<file path="config.mk">
export PLATFORM = sky130hd
export DESIGN_NAME = snake_game_ctrl
export DESIGN_NICKNAME = d
export VERILOG_FILES = /design/src/rtl/snake_game_ctrl.sv
export SDC_FILE = /design/constraint.sdc
export NUM_CORES = 1
export LEC_CHECK = 0
export BUFFER_PORTS_ARGS = -buffer_cell sky130_fd_sc_hd__buf_2
export CORE_MARGIN = 5
export CORE_UTILIZATION = 40
export DETAILED_ROUTE_END_ITERATION = 12
export PLACE_DENSITY = 0.61
export SLEW_MARGIN = 0
export SYNTH_ARGS = -nofsm -noshare
export SYNTH_HDL_FRONTEND = slang
export SYNTH_SLANG_ARGS = --single-unit
export TNS_END_PERCENT = 5
</file>
<file path="constraint.sdc">
create_clock -name clk -period 2.33 [get_ports clk]
set_clock_uncertainty 0.1 [all_clocks]
set_input_delay 0.466 -clock clk [delete_from_list [all_inputs] [get_ports clk]]
set_output_delay 0.466 -clock clk [all_outputs]
set_load 0.005 [all_outputs]
</file>
<file path="src/rtl/snake_game_ctrl.sv">
// Snake game sequencer: start/play/eat/over control, frame-paced move ticks,
// BCD score, saturating length and LFSR-driven apple placement.
module snake_game_ctrl #(
  parameter int GRID_W    = 40,
  parameter int GRID_H    = 30,
  parameter int START_LEN = 3,
  parameter int MAX_LEN   = 32,
  parameter int SPEED_DIV = 4,
  parameter int APPLE_X0  = 25,
  parameter int APPLE_Y0  = 15
) (
  input  logic       clk,
  input  logic       reset,
  input  logic       frame_tick,
  input  logic       start_btn,
  input  logic [1:0] coll_state_i,
  output logic       move_tick_o,
  output logic       grow_o,
  output logic [5:0] apple_x_o,
  output logic [4:0] apple_y_o,
  output logic [7:0] score_o,
  output logic [5:0] length_o,
  output logic       playing_o,
  output logic       game_over_o
);

  localparam int CNT_W = (SPEED_DIV > 1) ? $clog2(SPEED_DIV) : 1;

  typedef enum logic [1:0] {S_IDLE, S_PLAY, S_EAT, S_OVER} state_t;

  state_t           state_q, state_d;
  logic             start_q;
  logic [15:0]      lfsr_q, lfsr_d;
  logic [CNT_W-1:0] cnt_q, cnt_d;
  logic             apple_f_q, apple_f_d, death_f_q, death_f_d;
  logic             move_q, move_d, grow_q, grow_d;
  logic [5:0]       ax_q, ax_d, len_q, len_d;
  logic [4:0]       ay_q, ay_d;
  logic [7:0]       score_q, score_d;
  logic             playing_q, playing_d, over_q, over_d;

  logic       start_edge, apple_now, death_now;
  logic [5:0] rx_raw, rx_wrap, rx, len_inc;
  logic [4:0] ry_raw, ry_wrap, ry;
  logic [7:0] score_inc;

  assign start_edge = start_btn & ~start_q;
  assign apple_now  = (coll_state_i == 2'b01);
  assign death_now  = coll_state_i[1];

  // Fold the raw LFSR field into the grid, then pull border hits one cell inward.
  always_comb begin
    rx_raw  = lfsr_q[5:0];
    rx_wrap = (rx_raw >= 6'(GRID_W)) ? rx_raw - 6'(GRID_W) : rx_raw;
    if (rx_wrap == 6'd0)               rx = 6'd1;
    else if (rx_wrap == 6'(GRID_W-1))  rx = 6'(GRID_W-2);
    else                               rx = rx_wrap;
    ry_raw  = lfsr_q[10:6];
    ry_wrap = (ry_raw >= 5'(GRID_H)) ? ry_raw - 5'(GRID_H) : ry_raw;
    if (ry_wrap == 5'd0)               ry = 5'd1;
    else if (ry_wrap == 5'(GRID_H-1))  ry = 5'(GRID_H-2);
    else                               ry = ry_wrap;
  end

  always_comb begin
    if (score_q == 8'h99)          score_inc = 8'h99;
    else if (score_q[3:0] == 4'd9) score_inc = {score_q[7:4] + 4'd1, 4'd0};
    else                           score_inc = {score_q[7:4], score_q[3:0] + 4'd1};
    len_inc = (len_q >= 6'(MAX_LEN)) ? len_q : len_q + 6'd1;
  end

  always_comb begin
    state_d   = state_q;
    lfsr_d    = {lfsr_q[14:0], lfsr_q[15] ^ lfsr_q[13] ^ lfsr_q[12] ^ lfsr_q[10]};
    cnt_d     = cnt_q;
    apple_f_d = apple_f_q;
    death_f_d = death_f_q;
    move_d    = 1'b0;
    grow_d    = 1'b0;
    ax_d      = ax_q;
    ay_d      = ay_q;
    score_d   = score_q;
    len_d     = len_q;
    case (state_q)
      S_IDLE, S_OVER: begin
        if (start_edge) begin
          state_d   = S_PLAY;
          score_d   = 8'h00;
          len_d     = 6'(START_LEN);
          ax_d      = 6'(APPLE_X0);
          ay_d      = 5'(APPLE_Y0);
          cnt_d     = '0;
          apple_f_d = 1'b0;
          death_f_d = 1'b0;
        end
      end
      S_PLAY, S_EAT: begin
        if (state_q == S_EAT) begin
          score_d = score_inc;
          len_d   = len_inc;
          ax_d    = rx;
          ay_d    = ry;
        end
        state_d = S_PLAY;
        if (frame_tick) begin
          apple_f_d = 1'b0;
          death_f_d = 1'b0;
          // Death wins over an apple seen in the same frame.
          if (death_f_q | death_now) begin
            state_d = S_OVER;
          end else begin
            if (cnt_q == CNT_W'(SPEED_DIV-1)) begin
              cnt_d  = '0;
              move_d = 1'b1;
            end else begin
              cnt_d = cnt_q + CNT_W'(1);
            end
            if (apple_f_q | apple_now) begin
              state_d = S_EAT;
              grow_d  = 1'b1;
            end
          end
        end else begin
          apple_f_d = apple_f_q | apple_now;
          death_f_d = death_f_q | death_now;
        end
      end
      default: state_d = S_IDLE;
    endcase
    playing_d = (state_d == S_PLAY) || (state_d == S_EAT);
    over_d    = (state_d == S_OVER);
  end

  always_ff @(posedge clk or negedge reset) begin
    if (!reset) begin
      state_q   <= S_IDLE;
      start_q   <= 1'b0;
      lfsr_q    <= 16'hACE1;
      cnt_q     <= '0;
      apple_f_q <= 1'b0;
      death_f_q <= 1'b0;
      move_q    <= 1'b0;
      grow_q    <= 1'b0;
      ax_q      <= 6'(APPLE_X0);
      ay_q      <= 5'(APPLE_Y0);
      score_q   <= 8'h00;
      len_q     <= 6'(START_LEN);
      playing_q <= 1'b0;
      over_q    <= 1'b0;
    end else begin
      state_q   <= state_d;
      start_q   <= start_btn;
      lfsr_q    <= lfsr_d;
      cnt_q     <= cnt_d;
      apple_f_q <= apple_f_d;
      death_f_q <= death_f_d;
      move_q    <= move_d;
      grow_q    <= grow_d;
      ax_q      <= ax_d;
      ay_q      <= ay_d;
      score_q   <= score_d;
      len_q     <= len_d;
      playing_q <= playing_d;
      over_q    <= over_d;
    end
  end

  assign move_tick_o = move_q;
  assign grow_o      = grow_q;
  assign apple_x_o   = ax_q;
  assign apple_y_o   = ay_q;
  assign score_o     = score_q;
  assign length_o    = len_q;
  assign playing_o   = playing_q;
  assign game_over_o = over_q;

endmodule

</file>
== Word level (Yosys, flattened, before mapping) ==
Index checks and enable logic that the tools add are counted.
Storage, ports and cells
  register bits after elaboration: 52
  bits of input ports: 6
  output and inout port bits: 29
  word-level logic and storage cells: 103
Cells by class
  $add $sub $neg: 6
  $lt $le $gt $ge: 3
  eq/ne operators: 18
  mux-type cells: 44
  bitwise logic cells: 7
  reductions and logical operators: 10
Operator list (count)
  $mux W6: 8
  $mux W8: 4
  $mux W5: 5
  $pmux W6 S2: 2
  $mux W2: 8
  $pmux W8 S2: 1
  $ge A6 B6 Y1 const B: 2
  $mux W1: 11
  $eq A2 B2 Y1 const B: 5
  $ne A2 B2 Y1 const B: 5
  $pmux W5 S2: 1
  $reduce_and A3 Y1: 3
  $add A4 B1 Y4 const B: 2
  $eq A8 B8 Y1 const B: 1
  $pmux W2 S2: 2
  $add A6 B1 Y6 const B: 1
  $eq A2 B1 Y1 const B: 3
  $eq A6 B6 Y1 const B: 1
  $logic_not A6 Y1: 1
  $sub A6 B6 Y6 const B: 1
  $eq A5 B5 Y1 const B: 1
  $ge A5 B5 Y1 const B: 1
  $logic_not A5 Y1: 1
  $sub A5 B5 Y5 const B: 1
  other kinds (12): 17

== Logic depth before layout (Yosys ltp) ==
  depth in word-level cells: 8
  gate-level depth with buffers: 8
  gate-level depth less buffers: 7

== Worst setup path before layout ==
OpenSTA, ideal clock, no wires.
  path kind: register to register
  from: register state_q[0]
  to: register playing_q (netlist: playing_o)
  library setup time: 0.126 ns
  arrival time: 1.492 ns
  data required time: 2.104 ns
  setup slack: 0.612 ns
  cell stages (with the launch flop): 7
  path buffers: 0
  clock period less this slack: 1.718 ns
  path through: dfrtp_1 > inv_1 > ha_1 > inv_1 > nor2_1 > a32o_1 > ha_1
Between the ends
  longest elaborated chain between the ends: 5
  elaborated cells on any way between the ends: 11
  classes of those cells: eq/ne (5); mux (2); reduce/logical (4)
Ends and longest elaborated chain
  from (decl): RTL line 31  | state_t state_q, state_d;
  from (signal assigned): RTL line 151  | state_q <= state_d;
  $eq A2 B2 Y1, or another cell as far along: RTL line 84  | case (state_q)
  $reduce_or A2 Y1: RTL line 84
  $pmux W2 S2 *: RTL line 84
  via state_d[1]: RTL line 31
  $eq A2 B1 Y1 or $eq A2 B2 Y1 (tied branches): RTL line 130  | playing_d = (state_d == S_PLAY) || (state_d == S_EAT);
  $logic_or A1 B1 Y1 *: RTL line 130
  via playing_d: RTL line 40  | logic playing_q, playing_d, over_q, over_d;
  to (signal assigned): RTL line 163  | playing_q <= playing_d;
  to (decl): RTL line 40
The timed path passes the listed nets; every way through them passes the cells marked *.
A chain may end at the register's enable or synchronous reset.

== Worst setup path in the final report ==
Same ends and word-level chain as after synthesis.

==> summary.md <==
| Metric | Value |
|---|---|
| Status | `finished, final reports clean` |
| Final Hold Fails | `0` |
| RSZ-0062 raised after global routing | `no` |
| Final net count | `285` |
| First DRT Iteration DRCs | `97` |
| TritonCTS Buffers | `5` |
| Peak VDD IR | `around 0.5 mV` |
| CTS Root Cell | `clkbuf_8` |
| DRT Pass-1 Iters | `5` |
| Most common cell after layout, fill and taps aside | `dfrtp_1` |
| Yosys cell types | `46` |
| Post-Route WL | `4.85 mm` |
| Worst Setup Start Kind | `register` |
| Max Cap Violations | `0` |
| Share of the synthesized area in the top cell type | `36.1%` |
| Drc violations | `0` |
| Synth Area per Inst | `10.7 um2` |
| Largest net degree at the start of global routing | `32` |
| Syn nets | `246` |
| Crit path max fanout | `8` |
| Setup-failing EPs final | `0` |
| Antenna Cells | `0` |
| Die W | `87.9 um` |
| Post-synth ARST share | `100%` |
| DP HPWL | `roughly 3.5 mm` |
| Fmax | `0.496 GHz` |
| Ys flop type | `dfrtp_1` |
| CTS tree | `built` |
| Antenna viol nets, final | `0` |
| Clk buf depth | `2` |
| Total track usage | `roughly 14%` |
| GR Overflow Total | `0` |
| Die area | `0.00773 mm2` |
| Minimum clock period | `between 2000 and 2500 ps` |
| Cell area after synthesis | `approximately 0.0024 mm2` |
| Highest-count cells in the layout ignoring fill and taps | `dfrtp_1, buf_2, nor2_1` |
| Relative slew margins | `63.9%` |
| Synthesis-to-finish area growth | `14.3%` |
| Post-cts sizing count | `0` |
| WL per Instance | `approximately 14 um` |
| Reg clk slew, reported paths | `~90 ps` |
| Util after Layout | `46.9%` |
| Initial antenna violation count | `0` |
| Total core area | `~0.0059 mm2` |
| Hold Buf Count CTS | `0` |
| CP endpoint kind | `register` |
| Cell taking the most area after synthesis | `dfrtp_1` |
| Register area share after synthesis | `a little over half` |
| PwrDens | `1080 mW/mm2` |
| Vias/cell | `between 5 and 6` |
| Synth Instances | `228` |
| FP Rows | `28` |
| Post-route setup TNS | `0 ps` |
| EDFF count, synth | `0` |
| Clk sinks | `52` |
| Share of cells above drive strength 1 | `25.7%` |
| Critical Path RT | `2420 ps` |
| Max-slew violations | `0` |
| Placer Congestion | `~0.75` |
| LEAKAGE | `1.28 nW` |
| Synth Register Bits | `52` |
| Crit Path Category | `register to register` |
| Vias in the first global route | `between 1.5k and 2k` |
| Port Buffers | `34` |
| Worst-Margin Slew | `between 500 and 600 ps` |
| IO Pins | `35` |
| Initial core utilization | `41.0%` |
| First-pass GRT wire length | `8.20 mm` |
| Hold WC Path Type | `input port to async pin` |
| Clock latency on the worst-skew pair | `300 ps` |
| Ys Warns | `0` |
| Worst reg-to-reg path cell count | `6` |
| Hold_ws | `15.0 ps` |
| CP arrival | `2110 ps` |
| Post-CTS Setup Repair Bufs | `0` |
| Ranking of synthesized cells by area | `dfrtp_1, dfstp_2, ha_1` |
| Vias | `1776` |
| H-tree Lvls | `2` |
| Total power | `3.00 mW` |
| Tcrit/Tclk final | `86.6%` |
| Die Y | `87.9 um` |
==> cell families after synthesis <==
| kind of cell | share of synthesized area, % |
|---|---|
| buffers and inverters | 4.17 |
| adders and majority gates | 6.18 |
| AOI/OAI and AO/OA | 17.1 |
| DFF | 54.5 |
| muxes | 0.824 |
| xor gates and xnor gates | 1.08 |
| and+or+nand+nor | 16.2 |
==> per-layer routing <==
| layer | up-vias | part of all wire [%] | GRT usage [%] |
|---|---|---|---|
| met5 | - | 0 | 0 |
| met4 | 0 | 1.6 | 5.72 |
| met3 | 7 | 5.3 | 4.23 |
| met2 | 29 | 43 | 19.3 |
| met1 | 849 | 50 | 19.8 |
| li1 | 891 | - | - |
==> report_power, final <==
group          leakage (nW)  switching, mW  internal [mW]  total (mW)
combinational         0.612          0.678          0.497        1.17
sequential            0.626          0.168           1.15        1.31
clock                0.0414          0.297          0.214       0.511
==> cell usage after synthesis, drive strengths merged (3+ instances only) <==
cell,number
a21oi,16
ha,12
o31ai,5
and3,3
o22a,3
o211ai,3
buf,3
o22ai,6
nand3,10
inv,16
dfstp,17
nor2,23
o21ai,11
nor2b,3
nand2,21
nor3,5
dfrtp,35
==> sequential cells by signal (all words and copies together), names as in the netlist, 2 cells and up <==
register / count
apple_y_o: 5
lfsr_q: 16
apple_x_o: 6
cnt_q: 2
length_o: 6
state_q: 2
score_o: 8
==> worst max-delay path: stages (launching register included) <==
cell	delay (ps)
dfrtp_1	360
inv_1	60
ha_1	470
inv_1	210
nor2_1	260
a32o_1	200
ha_1	240
==> worst paths after layout <==
path / start / to / slack, ps
setup / recovery: state_q[0] / playing_o / 310
hold / removal: reset / apple_x_o[5] / 10
setup reg to reg: state_q[0] / playing_o / 310
hold reg to reg: lfsr_q[14] / lfsr_q[15] / 260
max in group asynchronous: reset / length_o[1] / 1510
min in group clk: start_btn / start_q / 220
==> area by class of cell <==
| type | count | area (um2) |
|---|---|---|
| fill | 579 | 3150 |
| sequential | 52 | 1320 |
| multi-input combinational | 155 | 1000 |
| timing repair buffer | 37 | 205 |
| tap | 75 | 93.8 |
| clock buffer | 6 | 72.6 |
| inverter | 16 | 60.1 |
| clock inverter | 2 | 16.3 |
==> stage by stage <==
| stage | worst slack [ps] | instances | area, um2 |
|---|---|---|---|
| 2_1_floorplan | 612 | 228 | 2430 |
| 3_3_place_gp | 398 | 335 | 2690 |
| 3_5_place_dp | 326 | 335 | 2690 |
| 4_1_cts | 305 | 343 | 2780 |
| 5_1_grt | 160 | 343 | 2780 |
| 6_report | 312 | 343 | 2780 |
(Power assumes the default switching activity.)
